==> config.mk <==
export PLATFORM = sky130hd
export DESIGN_NAME = icache_dm
export DESIGN_NICKNAME = d
export VERILOG_FILES = /design/src/rtl/icache_dm.sv
export SDC_FILE = /design/constraint.sdc
export NUM_CORES = 2
export LEC_CHECK = 0
export ABC_AREA = 1
export BUFFER_PORTS_ARGS = -buffer_cell sky130_fd_sc_hd__buf_2
export CAP_MARGIN = 20
export CORE_MARGIN = 8
export CORE_UTILIZATION = 45
export CTS_BUF_LIST = sky130_fd_sc_hd__clkbuf_2 sky130_fd_sc_hd__clkbuf_4 sky130_fd_sc_hd__clkbuf_8
export DETAILED_ROUTE_END_ITERATION = 12
export PLACE_DENSITY = 0.68
export SYNTH_ARGS = -nofsm -noshare
export SYNTH_HDL_FRONTEND = slang
export SYNTH_SLANG_ARGS = --single-unit
==> constraint.sdc <==
create_clock -name clk_i -period 5.29 [get_ports clk_i]
set_input_delay 0.2645 -clock clk_i [delete_from_list [all_inputs] [get_ports clk_i]]
set_output_delay 0.2645 -clock clk_i [all_outputs]
set_load 0.05 [all_outputs]
==> src/rtl/icache_dm.sv <==
// Direct-mapped, read-only instruction cache. Misses refill a whole line over a word-wide,
// in-order, pipelined memory port; flush_i invalidates every line for fence.i.
module icache_dm #(
    parameter int unsigned ADDRW      = 32,
    parameter int unsigned DATAW      = 32,
    parameter int unsigned NUM_LINES  = 16,
    parameter int unsigned LINE_WORDS = 4
) (
    input  logic             clk_i,
    input  logic             rst_ni,
    input  logic [ADDRW-1:0] imem_addr_i,
    input  logic             imem_valid_i,
    output logic [DATAW-1:0] imem_rdata_o,
    output logic             imem_resp_o,
    input  logic             flush_i,
    output logic             mem_req_o,
    output logic [ADDRW-1:0] mem_addr_o,
    input  logic             mem_gnt_i,
    input  logic             mem_rvalid_i,
    input  logic [DATAW-1:0] mem_rdata_i
);
    localparam int unsigned WB = $clog2(LINE_WORDS);
    localparam int unsigned IB = $clog2(NUM_LINES);
    localparam int unsigned TB = ADDRW - IB - WB - 2;
    localparam logic [WB-1:0] LastWord = WB'(LINE_WORDS - 1);

    typedef enum logic [1:0] {StIdle, StLookup, StRefill, StRespond} state_e;

    state_e               state_q;
    logic [ADDRW-1:0]     req_addr_q;
    logic [NUM_LINES-1:0] valid_q;
    logic [WB-1:0]        req_cnt_q;
    logic [WB-1:0]        rsp_cnt_q;
    logic                 req_done_q;
    logic                 flush_pend_q;

    logic [TB-1:0]        tag_q  [NUM_LINES];
    logic [DATAW-1:0]     data_q [NUM_LINES][LINE_WORDS];

    logic [WB-1:0]        req_word;
    logic [IB-1:0]        req_index;
    logic [TB-1:0]        req_tag;
    logic                 hit;
    logic                 resp;
    logic                 refill_wr;
    logic                 refill_last;
    logic                 unused_offset;

    assign req_word      = req_addr_q[2 +: WB];
    assign req_index     = req_addr_q[2 + WB +: IB];
    assign req_tag       = req_addr_q[ADDRW-1 -: TB];
    assign unused_offset = ^req_addr_q[1:0];

    assign hit  = (state_q == StLookup) && valid_q[req_index] && (tag_q[req_index] == req_tag);
    // RESPOND is a forced hit so the fetched word is returned even if a flush kept it invalid
    assign resp = hit || (state_q == StRespond);

    assign imem_resp_o  = resp;
    assign imem_rdata_o = resp ? data_q[req_index][req_word] : '0;
    assign mem_req_o    = (state_q == StRefill) && !req_done_q;
    assign mem_addr_o   = mem_req_o ? {req_tag, req_index, req_cnt_q, 2'b00} : '0;

    assign refill_wr   = (state_q == StRefill) && mem_rvalid_i;
    assign refill_last = refill_wr && (rsp_cnt_q == LastWord);

    always_ff @(posedge clk_i or negedge rst_ni) begin
        if (!rst_ni) begin
            state_q      <= StIdle;
            req_addr_q   <= '0;
            valid_q      <= '0;
            req_cnt_q    <= '0;
            rsp_cnt_q    <= '0;
            req_done_q   <= 1'b0;
            flush_pend_q <= 1'b0;
        end else begin
            unique case (state_q)
                StIdle, StRespond: begin
                    if (imem_valid_i) begin
                        req_addr_q <= imem_addr_i;
                        state_q    <= StLookup;
                    end else begin
                        state_q    <= StIdle;
                    end
                    if (flush_i) valid_q <= '0;
                end
                StLookup: begin
                    if (!hit) begin
                        state_q    <= StRefill;
                        req_cnt_q  <= '0;
                        rsp_cnt_q  <= '0;
                        req_done_q <= 1'b0;
                    end else if (imem_valid_i) begin
                        req_addr_q <= imem_addr_i;
                        state_q    <= StLookup;
                    end else begin
                        state_q    <= StIdle;
                    end
                    if (flush_i) valid_q <= '0;
                end
                StRefill: begin
                    if (mem_req_o && mem_gnt_i) begin
                        req_cnt_q <= req_cnt_q + WB'(1);
                        if (req_cnt_q == LastWord) req_done_q <= 1'b1;
                    end
                    if (flush_i) flush_pend_q <= 1'b1;
                    if (mem_rvalid_i) begin
                        rsp_cnt_q <= rsp_cnt_q + WB'(1);
                    end
                    if (refill_last) begin
                        state_q      <= StRespond;
                        flush_pend_q <= 1'b0;
                        // A flush seen at any point of the fill must not leave stale lines valid
                        if (flush_pend_q || flush_i) begin
                            valid_q <= '0;
                        end else begin
                            valid_q[req_index] <= 1'b1;
                        end
                    end
                end
                default: state_q <= StIdle;
            endcase
        end
    end

    // Tag and data storage carry no reset; valid_q alone qualifies them.
    always_ff @(posedge clk_i) begin
        if (refill_wr) begin
            data_q[req_index][rsp_cnt_q] <= mem_rdata_i;
        end
        if (refill_last) begin
            tag_q[req_index] <= req_tag;
        end
    end

endmodule

# Word-level counts from Yosys, hierarchy flattened
# Memory sizes are Yosys's and may differ from the RTL's.
# Cells that the tools add are included.
op_classes:
  muxes: 37
  n_addsub: 2
  order_cmp: 5
  n_eq_ne: 13
  n_bitwise: 3
  reduce_logical: 23
ops:
  columns: ["operator", "count"]
  rows:
  - ["32-bit two-way mux", 7]
  - ["128-bit two-way mux", 1]
  - ["32-bit binary-select mux with 2-bit select", 1]
  - ["32-bit demux with 2-bit select", 1]
  - ["32-bit case mux with 2 select lines", 1]
  - ["16-bit two-way mux", 3]
  - ["16-bit case mux with 2 select lines", 1]
  - ["24-bit equality test", 1]
  - ["16-bit bitwise OR", 1]
  - ["1-bit two-way mux", 11]
  - ["2-bit two-way mux", 5]
  - ["2-bit equality test (second input constant)", 4]
  - ["1-bit logical AND", 8]
  - ["2-bit inequality test (second input constant)", 4]
  - ["2-bit case mux with 2 select lines", 2]
  - ["3-bit >= comparator (second input constant)", 2]
  - ["2-bit by 1-bit inequality test with 1-bit output (second input constant)", 3]
  - ["2-bit inverter with 3-bit output", 2]
  - ["2-bit case mux with 3 select lines", 1]
  - ["2-bit AND reduction", 3]
  - ["3-bit AND reduction", 2]
  - ["2-bit nonzero test", 3]
  - ["4-bit by 5-bit less-than comparator with 1-bit output (second input constant)", 1]
  - ["2-bit by 1-bit adder with 2-bit output (second input constant)", 2]
  - ["12 further kinds", 13]
totals:
  memories: 2
  ram_bits: 2432
  input_bits: 70
  elab_cells: 92
  out_inout_bits: 66
  reg_bits: 56
memory_table:
  columns: ["memory", "words", "word_bits", "read_ports", "rd_clocked_by_memory_dff", "write_ports", "line_no", "rtl"]
  rows:
  - ["data_q", 16, 128, 1, 0, 1, "38", "logic [DATAW-1:0] data_q [NUM_LINES][LINE_WORDS];"]
  - ["tag_q", 16, 24, 1, 0, 1, "37", "logic [TB-1:0] tag_q [NUM_LINES];"]

# Longest topological paths before layout
depth:
  word_depth: 8
  depth_mapped: 23

# Worst setup path before layout
# Ideal clock, no wire load.
synth_path:
  path_kind: "register to register"
  startpoint: "reg req_addr_q[4]"
  endpoint: "mem data_q[8][0] (netlist bit), enable pin"
  t_arrival_ns: 4.114
  t_required_ns: 4.820
  path_slack_ns: 0.706
  synth_period_minus_slack_ns: 4.584
  stages_incl_launch_ff: 12
  path_cell_list: "dfrtp_1 -> buf_4 -> buf_4 -> nor2_2 -> buf_2 -> inv_1 -> buf_2 -> buf_2 -> buf_1 -> nor2_1 -> inv_1 -> nor2_1"
synth_lines:
  columns: ["element", "line_no", "rtl"]
  rows:
  - ["start: declaration", "30", "logic [ADDRW-1:0] req_addr_q;"]
  - ["start signal: assignment", "79", "req_addr_q <= imem_addr_i;"]
  - ["start signal: assignment", "93", "req_addr_q <= imem_addr_i;"]
  - ["end: declaration", "38", null]
# Straight into the memory's write port.

# Final worst setup path
layout_path:
  startpoint: "reg req_addr_q[7]"
  endpoint: "out imem_rdata_o[21]"
layout_via:
  elab_chain_cells: 6
  word_cells_on_any_way: 12
  classes_between: "eq/ne (1); mux (6); reduce/logical (3); memory (2)"
layout_lines:
  columns: ["element", "line_no", "rtl"]
  rows:
  - ["parallel branches: the longest is 5 deep, another holds memory 16 x 24 bit", null, null]
  - ["32-bit two-way mux *", "59", "assign imem_rdata_o = resp ? data_q[req_index][req_word] : '0;"]
  - ["end: declaration", "13", "output logic [DATAW-1:0] imem_rdata_o,"]
# Mark *: on every way between the ends. The select of a mux whose other input is x is not followed.

==> flow_metrics.py <==
metrics = {
    "sta": {
        "fmax_mhz": 189,
        "tightest_slew_ps": 1390,
        "skew_ps": 71.8,
        "fin_crit_ps": 5300,
        "final.period_utilization_pct": 100,
        "slew-limit-headroom_pct": 7.21,
        "slew_violations": 0,
        "setup_ws_ps": -5.56,
        "setup_viol": 1,
        "hold_viol": 0,
    },
    "place": {
        "numPlacedInstances": 8681,
        "post-dp-hpwl_um": 127000,
        "place_area_um2": 97700,
        "gp_congestion": 0.805,
        "portBuffers": 131,
    },
    "hold_path": {
        "worstHoldPathType": "in -> reg",
        "hold_path_startpoint": "mem_rdata_i[25]",
        "holdPathStages": 2,
        "min_to": "data_q[8][121]",
    },
    "cts": {
        "root_buffer": "clkbuf_8",
        "cts_tree": "built",
        "clkTransAtPathRegs_ps": 60,
        "clock_latency_ps": 1040,
        "cts-buffers-inserted": 384,
        "cts_max_level": 5,
        "clock_sinks": 2486,
        "cts_buffer_depth": 4,
    },
    "global_route": {
        "antenna_found_initial": 9,
        "grt_pass1_wl_um": 368000,
        "grt_util_all_layers_pct": 22.4,
        "grt_pass1_vias": 54960,
        "grt_overflow": 0,
        "grt_max_degree": 162,
    },
    "run_status": {
        "status": "finished with violations",
        "violations": "negative setup slack",
    },
    "cells_and_area": {
        "syn_to_final_growth_pct": 15.5,
        "fin_cells": 9485,
        "design_area_um2": 107000,
        "drive_gt1_share_pct": 14.7,
        "fin_nets": 6605,
    },
    "power_and_ir_drop": {
        "p_sw_share_pct": 34.5,
        "p_leak_nw": 34.9,
        "ir_drop_uv": 505,
        "p_int_w": 0.0345,
        "clkPwrFrac_pct": 28.8,
        "combinationalPowerShare_pct": 27.7,
        "switchingPower_w": 0.0182,
        "p_seq_share_pct": 43.6,
        "power_density_nw_per_um2": 494,
    },
    "drt": {
        "drc": 0,
        "vias": 57770,
        "drt_iter0_markers": 7764,
        "drt-total-wl_um": 257000,
        "wl_per_cell_um": 27.1,
        "first_pass_iters": 6,
        "postRouteAntennaNets": 0,
        "routed_via_density": 6.09,
    },
    "setup_path": {
        "r2r-end": "req_addr_q[3]",
        "rrSetupSlack_ps": 1000,
        "path_class": "reg -> out",
        "cp_max_fo": 43,
        "worstReg2RegStart": "req_addr_q[4]",
        "start_kind": "flop",
        "end_kind": "output port",
        "arrival_ps": 5030,
        "worstRegToRegCells": 20,
        "required_ps": 5030,
    },
    "yosys": {
        "synth_compound_area_share_pct": 11.1,
        "ys_types": 34,
        "async_reset_ff_share_pct": 2.17,
        "synth_edf_count": 2432,
        "synth_top_family_by_area": "compound AO/OA/AOI/OAI gates",
        "ys_seq_area_share_pct": 80.5,
        "syn_inst": 6069,
        "synthAdderAreaFrac_pct": 0.122,
        "syn_avg_cell_area_um2": 15.2,
        "synth_seq_cells": 2486,
        "synthSimpleGateAreaFrac_pct": 6.10,
        "ys_warn_count": 0,
        "synth_area_um2": 92300,
        "synth_xor_area_share_pct": 0,
        "yosys_most_used_dff": "edfxtp_1",
        "muxShareOfSynthArea_pct": 0,
    },
    "floorplanning": {
        "initial_utilization_pct": 45.2,
        "placementRows": 166,
        "pin_count": 136,
        "core_um2": 204000,
        "die_area_um2": 220000,
        "die_x_um": 469,
        "die_h_um": 469,
    },
    "flow_run": {
        "drv_cap": 0,
    },
}
==> worst max-delay path, cell delays in order (launching register included) <==
cell	delay, ps
dfrtp_1	580
nor2_2	1020
buf_4	750
o21ai_0	240
a41oi_1	530
o21ai_0	320
o211a_1	340
buf_12	180
==> worst max-delay path by stage <==
| stage | from | to | slack [ps] |
|---|---|---|---|
| floorplan | req_addr_q[4] | data_q[8][0] | 710 |
| global placement | req_addr_q[4] | imem_rdata_o[25] | 780 |
| detailed placement | req_addr_q[4] | imem_rdata_o[25] | 850 |
| CTS | req_addr_q[4] | imem_rdata_o[25] | 0.5 |
| global route | req_addr_q[4] | imem_rdata_o[25] | -1 |
| finish | req_addr_q[7] | imem_rdata_o[21] | -6 |
==> layout by cell type (no fill, tap or decap), types with 20 or more instances in the layout <==
| master | synthesis | layout |
|---|---|---|
| o221ai_1 | 48 | 48 |
| buf_12 | 0 | 92 |
| buf_2 | 115 | 99 |
| clkinv_2 | 0 | 21 |
| nor2_4 | 0 | 71 |
| dlygate4sd3_1 | 0 | 119 |
| a41oi_1 | 23 | 23 |
| buf_4 | 7 | 145 |
| nor2_1 | 211 | 145 |
| a21oi_1 | 66 | 66 |
| clkinv_1 | 2 | 96 |
| edfxtp_1 | 2432 | 2432 |
| o22ai_1 | 993 | 993 |
| o21ai_0 | 501 | 501 |
| o21ai_1 | 20 | 20 |
| nand3_1 | 70 | 70 |
| clkbuf_8 | 0 | 395 |
| nand2_1 | 990 | 986 |
| nand4_1 | 105 | 105 |
| clkbuf_4 | 0 | 132 |
| inv_1 | 61 | 58 |
| dfrtp_1 | 54 | 49 |
==> layout make-up <==
type | instances | area [um2]
diodes | 3 | 7.51
clock buffers | 527 | 6430
clock inverters | 127 | 696
fillers | 16212 | 97800
inverters | 68 | 280
multi-input cells | 3120 | 16600
flip-flops and latches | 2486 | 74400
well taps | 2688 | 3360
repair buffers | 466 | 4840
==> what timing repair did <==
item / in CTS / in global routing
hold buffers: 119 / 0
cloned: 0 / 4
pin swaps: 0 / 3
endpoints found under the setup margin: 27 / 27
buffers inserted: 0 / 5
hold endpoints to repair: 1996 / 0
gates resized for setup: 5 / 12
==> power by group through the flow <==
stage	Clock, W	Sequential (W)	Combinational (W)
floorplan	0	0.0230	0.00843
global placement	0	0.0233	0.0137
detailed placement	0	0.0233	0.0138
CTS	0.0153	0.0229	0.0140
global route	0.0162	0.0230	0.0154
finish	0.0152	0.0229	0.0146
==> synth_stat cells, types with 23 or more instances <==
cell type  count  area, um2
buf_1         52        195
edfxtp_1    2432      73000
inv_1         61        229
a21oi_1       66        330
a41oi_1       23        201
o221ai_1      48        420
nand3_1       70        350
o21ai_0      501       2510
dfrtp_1       54       1350
nor2_1       211        792
o22ai_1      993       6210
buf_2        115        576
nand4_1      105        657
nand2_1      990       3720
clkbuf_1     223        837
==> sequential cells by signal, indices dropped and copies added (netlist names) <==
name	flops
data_q	2048
flush_pend_q	1
rsp_cnt_q	2
req_done_q	1
state_q	2
tag_q	384
req_addr_q	30
valid_q	16
req_cnt_q	2
==> per-stage QoR <==
step	setup TNS (ps)	utilization (%)	total power, W	hold slack (ps)	setup slack [ps]
finish	-5.56	52.2	0.0527	80.0	-5.56
global route	-1.01	52.2	0.0546	63.3	-1.01
CTS	0	51.9	0.0522	58.7	0.502
detailed placement	0	47.8	0.0371	451	852
global placement	0	47.8	0.0370	434	784
floorplan	0	-	0.0314	-31.1	706
==> per-layer routing <==
| metal | share of wire, % | vias to the layer above | global-route usage (%) |
|---|---|---|---|
| met1 | 39 | 28897 | 31.3 |
| met4 | 2.9 | 2 | 7.19 |
| met3 | 12 | 507 | 4.84 |
| li1 | - | 24719 | - |
| met2 | 46 | 3645 | 35.3 |
| met5 | 0.0051 | - | 0 |
==> logic make-up after synthesis <==
kind of cell | count (synthesis)
AND/OR/NAND/NOR | 1396
buffers and inverters | 467
flip-flops | 2486
AO/OA/AOI/OAI | 1710
other | 1
adder cells (fa/ha/maj) | 9
(Power assumes the default switching activity.)
